--- src/rtl/pingpong_capture_ctrl_pkg.sv ---
// capture_pkg: shared widths, FSM encoding and bank constants for the sample-RAM write side.
package capture_pkg;
    localparam int DEF_ADDR_W  = 10;
    localparam int DEF_DATA_W  = 10;
    localparam int DEF_DECIM_W = 4;
    localparam int DEF_OVR_W   = 16;
    typedef enum logic {ST_IDLE = 1'b0, ST_FILL = 1'b1} state_e;
    localparam logic BANK_RAM1 = 1'b0;
    localparam logic BANK_RAM2 = 1'b1;
endpackage

--- src/rtl/pingpong_capture_ctrl_toggle_sync.sv ---
// toggle_sync: 2-flop synchronizer for a toggle signal plus a one-cycle pulse per toggle.
module toggle_sync (
    input  logic clk_i,
    input  logic rst_ni,
    input  logic tgl_i,
    output logic pulse_o
);
    // [0],[1] synchronizer stages, [2] previous synchronized level
    logic [2:0] sync_q;
    always_ff @(posedge clk_i or negedge rst_ni)
        if (!rst_ni) sync_q <= '0;
        else         sync_q <= {sync_q[1:0], tgl_i};
    assign pulse_o = sync_q[2] ^ sync_q[1];
endmodule

--- src/rtl/pingpong_capture_ctrl.sv ---
// pingpong_capture_ctrl: decimating capture into two ping-pong sample RAMs with
// toggle hand-off to the FFT domain; overrun drops the frame instead of touching a bank under read.
module pingpong_capture_ctrl
    import capture_pkg::*;
#(
    parameter int ADDR_W  = DEF_ADDR_W,
    parameter int DATA_W  = DEF_DATA_W,
    parameter int DECIM_W = DEF_DECIM_W,
    parameter int OVR_W   = DEF_OVR_W
) (
    input  logic               clk_5_12M,
    input  logic               rst_real,
    input  logic               enable,
    input  logic [DECIM_W-1:0] decim,
    input  logic [DATA_W-1:0]  adc_in,
    input  logic               rd_done_tgl,
    output logic [DATA_W-1:0]  wr_data,
    output logic [ADDR_W-1:0]  wr_addr,
    output logic               wren1,
    output logic               wren2,
    output logic               frame_req_tgl,
    output logic               frame_bank,
    output logic               busy,
    output logic [OVR_W-1:0]   overrun_cnt
);
    state_e             state_q, state_d;
    logic [DATA_W-1:0]  adc_q, wr_data_q;
    logic [ADDR_W-1:0]  addr_q, addr_d, wr_addr_q;
    logic [DECIM_W-1:0] cnt_q, cnt_d, decim_lat_q, decim_lat_d;
    logic [OVR_W-1:0]   ovr_q, ovr_d;
    logic wren1_q, wren1_d, wren2_q, wren2_d;
    logic bank_q, bank_d, frame_bank_q, frame_bank_d, req_q, req_d, outst_q, outst_d;
    logic rel, outst_rel, strobe;

    toggle_sync u_done_sync (
        .clk_i  (clk_5_12M),
        .rst_ni (rst_real),
        .tgl_i  (rd_done_tgl),
        .pulse_o(rel)
    );

    always_comb begin
        state_d      = state_q;
        addr_d       = addr_q;
        cnt_d        = cnt_q;
        decim_lat_d  = decim_lat_q;
        bank_d       = bank_q;
        frame_bank_d = frame_bank_q;
        req_d        = req_q;
        ovr_d        = ovr_q;
        wren1_d      = 1'b0;
        wren2_d      = 1'b0;
        strobe       = 1'b0;
        // release is applied before completion so a same-cycle pair hands off normally
        outst_rel    = outst_q & ~rel;
        outst_d      = outst_rel;
        if (state_q == ST_IDLE) begin
            addr_d = '0;
            cnt_d  = '0;
            if (enable && !(outst_rel && frame_bank_q == bank_q)) begin
                state_d     = ST_FILL;
                decim_lat_d = decim;
            end
        end else if (!enable) begin
            state_d = ST_IDLE;
            addr_d  = '0;
            cnt_d   = '0;
        end else begin
            strobe = (cnt_q == '0);
            cnt_d  = strobe ? decim_lat_q : cnt_q - DECIM_W'(1);
            if (strobe) begin
                wren1_d = (bank_q == BANK_RAM1);
                wren2_d = (bank_q == BANK_RAM2);
                addr_d  = addr_q + ADDR_W'(1);
                if (&addr_q) begin
                    decim_lat_d = decim;
                    cnt_d       = decim;
                    if (outst_rel) begin
                        ovr_d = (&ovr_q) ? ovr_q : ovr_q + OVR_W'(1);
                    end else begin
                        frame_bank_d = bank_q;
                        req_d        = ~req_q;
                        outst_d      = 1'b1;
                        bank_d       = ~bank_q;
                    end
                end
            end
        end
    end

    always_ff @(posedge clk_5_12M or negedge rst_real)
        if (!rst_real) begin
            state_q      <= ST_IDLE;
            adc_q        <= '0;
            wr_data_q    <= '0;
            addr_q       <= '0;
            wr_addr_q    <= '0;
            cnt_q        <= '0;
            decim_lat_q  <= '0;
            ovr_q        <= '0;
            wren1_q      <= 1'b0;
            wren2_q      <= 1'b0;
            bank_q       <= BANK_RAM1;
            frame_bank_q <= 1'b0;
            req_q        <= 1'b0;
            outst_q      <= 1'b0;
        end else begin
            state_q      <= state_d;
            adc_q        <= adc_in;
            wr_data_q    <= adc_q ^ {1'b1, {(DATA_W-1){1'b0}}};
            addr_q       <= addr_d;
            wr_addr_q    <= addr_q;
            cnt_q        <= cnt_d;
            decim_lat_q  <= decim_lat_d;
            ovr_q        <= ovr_d;
            wren1_q      <= wren1_d;
            wren2_q      <= wren2_d;
            bank_q       <= bank_d;
            frame_bank_q <= frame_bank_d;
            req_q        <= req_d;
            outst_q      <= outst_d;
        end

    assign wr_data       = wr_data_q;
    assign wr_addr       = wr_addr_q;
    assign wren1         = wren1_q;
    assign wren2         = wren2_q;
    assign frame_req_tgl = req_q;
    assign frame_bank    = frame_bank_q;
    assign busy          = (state_q == ST_FILL);
    assign overrun_cnt   = ovr_q;
endmodule

--- config.mk ---
export PLATFORM = sky130hd
export DESIGN_NAME = pingpong_capture_ctrl
export DESIGN_NICKNAME = d
export VERILOG_FILES = /design/src/rtl/pingpong_capture_ctrl_pkg.sv /design/src/rtl/pingpong_capture_ctrl_toggle_sync.sv /design/src/rtl/pingpong_capture_ctrl.sv
export SDC_FILE = /design/constraint.sdc
export NUM_CORES = 1
export LEC_CHECK = 0
export ABC_AREA = 1
export CORE_MARGIN = 2
export CORE_UTILIZATION = 40
export DETAILED_ROUTE_END_ITERATION = 8
export DONT_BUFFER_PORTS = 1
export HOLD_SLACK_MARGIN = 0.06
export SYNTH_ARGS = -nofsm -noshare
export SYNTH_HDL_FRONTEND = slang
export SYNTH_HIERARCHICAL = 1
export SYNTH_SLANG_ARGS = --single-unit
--- constraint.sdc ---
create_clock -name clk_5_12M -period 2.2 [get_ports clk_5_12M]
set_clock_uncertainty 0.2 [all_clocks]
set_input_delay 0.44 -clock clk_5_12M [delete_from_list [all_inputs] [get_ports clk_5_12M]]
set_output_delay 0.44 -clock clk_5_12M [all_outputs]
set_load 0.01 [all_outputs]
==> out/metrics.yaml, run 1 <==
status: "finished, violations left"
violations: "negative hold slack"
drv_cap: 0
drt_iter0_markers: 75
max_stage_delay_ns: 0.47
dr.pass1.iters: 4
hp-class: "primary input to async pin"
crit_path_top_delay_cell: "dfrtp_1"
grt_max_degree: 75
postCtsSetupRepairBufs: 0
h-tree-depth: 3
r2r_start: "overrun_cnt[1]"
antenna_found_initial: 0
endpoint_kind: "register"
die_y_um: 92.1
ios: 59
crit_chain: "ha_1, inv_1, nor2_1, nand4_1, nand3_2, nand2_1, nand2_1"
cts_tree: "yes"
required_ns: 2.28
hold_violations: 74
syn_area_sq_um: 3110
core_sq_um: 7610
ant_nets: 0
mostFrequentLayoutCells: "nand2_1, dfrtp_1, nor2_1, inv_1, nand3_1"
cp_max_fo: 16
slew_headroom: 0.680
fill_cells: 736
drc: 0
n_antenna_cell: 0
grt_overflow: 0
crit_top_cell: "nand2_1"
ir_drop_v: 0.000390
tightestPinTransition_ns: 0.478
crit_buf_inv: 1
ys.flop_type: "dfrtp_1"
synth_nets: 357
yosys_warnings: 6
power.density_nw_per_um2: 776
post-route-period-util: 0.889
final_nets: 385
wl_per_cell_um: 13.1
initial_core_util: 0.409
grt_pass1_vias: 2232
routed_wl_um: 6150
arrival_ns: 2.04
post-route-min-period_ns: 1.96
grt.total_usage: 0.157
grt_setup_unrepaired: "no"
power.leakage_nw: 1.74
total_power_mw: 2.81
die_w_um: 92.1
port_buffers: 0
r2r-end: "overrun_cnt[5]"
synth.distinct_cells: 28
netlist_instances: 335
synth_enable_flop_cells: 0
slew_viol_final: 0
cts.sink_count: 74
placed_cells: 439
gp_congestion: 0.866
final_common_cell: "nand2_1"
setup_violations: 0
setup_tns_ns: 0
fp-row-count: 32
yosysSeqAreaShare: 0.596
hold_slack_ns: -0.417
start_kind: "register"
place_hpwl_um: 4260
grt_pass1_wl_um: 10400
cp_top_family: "simple AND/OR/NAND/NOR gates"
fin_cells: 470
viasPerCell: 4.76
cts-root-buf: "clkbuf_8"
drive_gt1_frac: 0.101
ys_ff_latch: 74
ff2ff_setup_slack_ns: 0.24
cts_resized: 0
clk_latency_ns: 0.34
clk_path_buf_depth: 2
num_vias: 2235
critPathKind: "register to register"
crit_start: "overrun_cnt[1]"
dieArea_sq_um: 8490
holdBufCountCts: 15
clk_pin_slew_ns: 0.08
ff2ff_path_depth: 7
timing.fmax_mhz: 511
synthArstFlopShare: 1.00
synth.avg_cell_area_sq_um: 9.28
synthToLayoutAreaGrowth_pct: 16.5
cts_buffers: 9
[cells by family after synthesis]
kind of cell             count (synthesis)  share of synthesized area
buffers and inverters                   35                     0.0479
AND/OR/NAND/NOR                        189                      0.264
flip-flops                              74                      0.596
XOR/XNOR                                15                     0.0423
AO/OA/AOI/OAI                           18                     0.0334
adder cells (fa/ha/maj)                  4                     0.0161
[synthesized netlist by cell type, types with 2 or more instances]
| cell | number | share of area |
|---|---|---|
| xnor2_1 | 9 | 0.025 |
| dfrtp_1 | 74 | 0.60 |
| nor2_2 | 3 | 0.0060 |
| inv_1 | 30 | 0.036 |
| nand3_2 | 3 | 0.0097 |
| nor3_1 | 5 | 0.0081 |
| ha_1 | 4 | 0.016 |
| nand3_1 | 21 | 0.034 |
| nand4_1 | 8 | 0.016 |
| nor2_1 | 34 | 0.041 |
| xor2_1 | 6 | 0.017 |
| buf_6 | 2 | 0.0072 |
| a21oi_1 | 3 | 0.0048 |
| o21ai_0 | 10 | 0.016 |
| nand2_2 | 5 | 0.010 |
| nand2_1 | 106 | 0.13 |
[stage by stage]
stage	worst slack (ns)	cell area, sq um	hold slack (ns)	utilization
floorplan	0.485	3110	-0.0556	-
global placement	0.279	3250	-0.0542	0.427
detailed placement	0.235	3250	-0.0541	0.427
CTS	0.214	3620	-0.434	0.476
global route	0.0674	3620	-0.441	0.476
finish	0.243	3620	-0.417	0.476
[worst register-to-register path: stages (launching register included)]
cell	delay, ns
dfrtp_1	0.47
ha_1	0.29
inv_1	0.06
nor2_1	0.18
nand4_1	0.21
nand3_2	0.32
nand2_1	0.09
nand2_1	0.08
[worst max path at each step]
stage,to,cells after the start
after floorplan,overrun_cnt[6],9
after global placement,overrun_cnt[6],7
after detailed placement,overrun_cnt[6],7
after CTS,overrun_cnt[5],7
after global routing,overrun_cnt[6],7
final,overrun_cnt[5],7
[power by group]
part | switching [mW] | internal [mW] | leakage [nW]
combinational | 0.106 | 0.0744 | 0.664
clock | 0.510 | 0.678 | 0.111
sequential | 0.0323 | 1.41 | 0.963
[area by class of cell]
class	instances	area (sq um)	area share
Clock buffer	11	141	0.0390
Timing Repair Buffer	20	188	0.0518
Inverter	32	121	0.0335
Tap cell	102	128	0.0352
Multi-Input combinational cell	226	1110	0.306
Sequential cell	74	1850	0.511
Clock inverter	5	85.1	0.0235
[per-layer routing]
metal	track usage	vias to the layer above	share of wire
met5	0	-	0
met1	0.195	1057	0.45
met3	0.0337	12	0.039
met2	0.262	51	0.49
li1	-	1115	-
met4	0.0709	0	0.021
[sequential cells by signal (all words and copies together), names as in the netlist]
signal	cells
addr_q	10
wren2	1
frame_req_tgl	1
outst_q	1
decim_lat_q	4
busy	1
u_done_sync/sync_q	3
cnt_q	4
overrun_cnt	16
bank_q	1
wren1	1
adc_q	10
wr_addr	10
wr_data	10
frame_bank	1
Note: power is estimated with default switching activity, not from simulation.
==> inputs of run 2 (changes only) <==
--- a/config.mk
+++ b/config.mk
@@ -6,11 +6,13 @@
 export NUM_CORES = 1
 export LEC_CHECK = 0
 export ABC_AREA = 1
+export CORE_ASPECT_RATIO = 1.4
 export CORE_MARGIN = 2
-export CORE_UTILIZATION = 40
+export CORE_UTILIZATION = 50
 export DETAILED_ROUTE_END_ITERATION = 8
 export DONT_BUFFER_PORTS = 1
 export HOLD_SLACK_MARGIN = 0.06
+export RECOVER_POWER = 50
 export SYNTH_ARGS = -nofsm -noshare
 export SYNTH_HDL_FRONTEND = slang
 export SYNTH_HIERARCHICAL = 1
==> out/metrics.yaml, run 2 (synthesis gave the netlist of run 1 again) <==
postCtsSetupRepairBufs: 0  # unchanged
grt_max_degree: 75  # unchanged
critPathKind: "register to register"  # unchanged
violations: "negative hold slack"  # unchanged
power.density_nw_per_um2: 764  # was 776 nW/um^2
timing.fmax_mhz: 497  # was 511 MHz
power.leakage_nw: 1.72  # was 1.74 nW
drc: 0  # unchanged
post-route-period-util: 0.915  # was 0.889
arrival_ns: 2.06  # was 2.04 ns
setup_violations: 0  # unchanged
synthToLayoutAreaGrowth_pct: 14.6  # was 16.5%
start_kind: "register"  # unchanged
ant_nets: 0  # unchanged
clk_latency_ns: 0.35  # was 0.34 ns
drv_cap: 0  # unchanged
hold_violations: 74  # unchanged
h-tree-depth: 3  # unchanged
die_y_um: 97.3  # was 92.1 um
ff2ff_setup_slack_ns: 0.19  # was 0.24 ns
grt_overflow: 0  # unchanged
cts.sink_count: 74  # unchanged
fp-row-count: 34  # was 32
hp-class: "primary input to async pin"  # unchanged
cts_buffers: 9  # unchanged
final_nets: 383  # was 385
post-route-min-period_ns: 2.01  # was 1.96 ns
grt.total_usage: 0.199  # was 0.157
slew_viol_final: 0  # unchanged
cts-root-buf: "clkbuf_8"  # unchanged
ios: 59  # unchanged
viasPerCell: 5.24  # was 4.76
mostFrequentLayoutCells: "nand2_1, dfrtp_1, nor2_1, inv_1, nand3_1"  # unchanged
slew_headroom: 0.659  # was 0.680
cts_tree: "yes"  # unchanged
tightestPinTransition_ns: 0.510  # was 0.478 ns
holdBufCountCts: 15  # unchanged
status: "finished, violations left"  # unchanged
antenna_found_initial: 0  # unchanged
endpoint_kind: "register"  # unchanged
dr.pass1.iters: 5  # was 4
ff2ff_path_depth: 8  # was 7
ir_drop_v: 0.000516  # was 0.000390 V
wl_per_cell_um: 14.1  # was 13.1 um
crit_path_top_delay_cell: "dfrtp_1"  # unchanged
required_ns: 2.25  # was 2.28 ns
r2r_start: "addr_q[0]"  # was overrun_cnt[1]
clk_path_buf_depth: 2  # unchanged
max_stage_delay_ns: 0.48  # was 0.47 ns
grt_pass1_vias: 2326  # was 2,232
port_buffers: 0  # unchanged
drive_gt1_frac: 0.0984  # was 0.101
final_common_cell: "nand2_1"  # unchanged
gp_congestion: 0.848  # was 0.866
cp_max_fo: 7  # was 16
core_sq_um: 6130  # was 7610 sq um
total_power_mw: 2.72  # was 2.81 mW
routed_wl_um: 6150  # about the same
dieArea_sq_um: 6870  # was 8490 sq um
hold_slack_ns: -0.426  # was -0.417 ns
grt_setup_unrepaired: "no"  # unchanged
n_antenna_cell: 0  # unchanged
grt_pass1_wl_um: 10600  # was 10,400 um
drt_iter0_markers: 141  # was 75
clk_pin_slew_ns: 0.08  # about the same
r2r-end: "decim_lat_q[0]"  # was overrun_cnt[5]
initial_core_util: 0.507  # was 0.409
place_hpwl_um: 4350  # was 4260 um
crit_top_cell: "nand2_1"  # unchanged
crit_chain: "ha_1, nand2_1, nor2_2, nand3_2, o21ai_4, nand2_2, nand2_1, nand2_1"  # was ha_1, inv_1, nor2_1, nand4_1, nand3_2, nand2_1, nand2_1
die_w_um: 70.6  # was 92.1 um
fin_util: 0.581  # was 0.476
fill_cells: 548  # was 736
num_vias: 2297  # was 2,235
setup_tns_ns: 0  # unchanged
largest_reg_flops: 16  # unchanged
-- run 2: final cells by class --
class,instances,area [sq um],share of cell area
tap,72,90.1,0.0253
clock inverter,6,72.6,0.0204
sequential,74,1850,0.520
clock buffer,10,138,0.0387
multi-input combinational,226,1110,0.313
inverter,32,121,0.0341
timing repair buffer,18,173,0.0485
-- run 2: metal layers --
layer / vias up / share of wire / wire length [um] / GRT usage
met5: - / 0 / 0 / 0
li1: 1112 / - / - / -
met1: 1121 / 0.39 / 2390 / 0.216
met3: 11 / 0.048 / 297 / 0.0685
met2: 53 / 0.54 / 3350 / 0.346
met4: 0 / 0.020 / 121 / 0.0871
-- run 2: worst max path at each step --
stage | start | end | depth (start not counted)
floorplan | overrun_cnt[0] | overrun_cnt[6] | 9
global placement | addr_q[0] | decim_lat_q[0] | 8
detailed placement | addr_q[0] | decim_lat_q[0] | 8
CTS | addr_q[0] | decim_lat_q[0] | 8
global route | addr_q[0] | decim_lat_q[0] | 8
finish | addr_q[0] | decim_lat_q[0] | 8
-- run 2: where the power goes --
part,leakage [nW],internal [mW],switching (mW)
clock network,0.103,0.566,0.531
logic,0.656,0.0717,0.106
registers,0.963,1.41,0.0370
total,1.72,2.05,0.674
-- run 2: through the flow --
stage / cells / cell area, sq um / hold slack [ns] / setup slack, ns
final: 438 / 3560 / -0.426 / 0.187
after floorplan: 335 / 3110 / -0.0556 / 0.485
after global routing: 438 / 3560 / -0.455 / 0.0370
after global placement: 407 / 3190 / -0.0542 / 0.238
after detailed placement: 407 / 3190 / -0.0541 / 0.179
after CTS: 438 / 3550 / -0.452 / 0.157
-- run 2: repair_timing --
action / CTS / global route
gates resized for setup: 0 / 1
endpoints found under the setup margin: 0 / 1
hold endpoints to repair: 89 / 74
-- run 2: worst max-delay path: cells and delay by family (launching register included) --
kind                     cells  cell delay [ns]
adder cells (fa/ha/maj)      1             0.25
AO/OA/AOI/OAI                1             0.25
AND/OR/NAND/NOR              6             0.73
flip-flops                   1             0.48
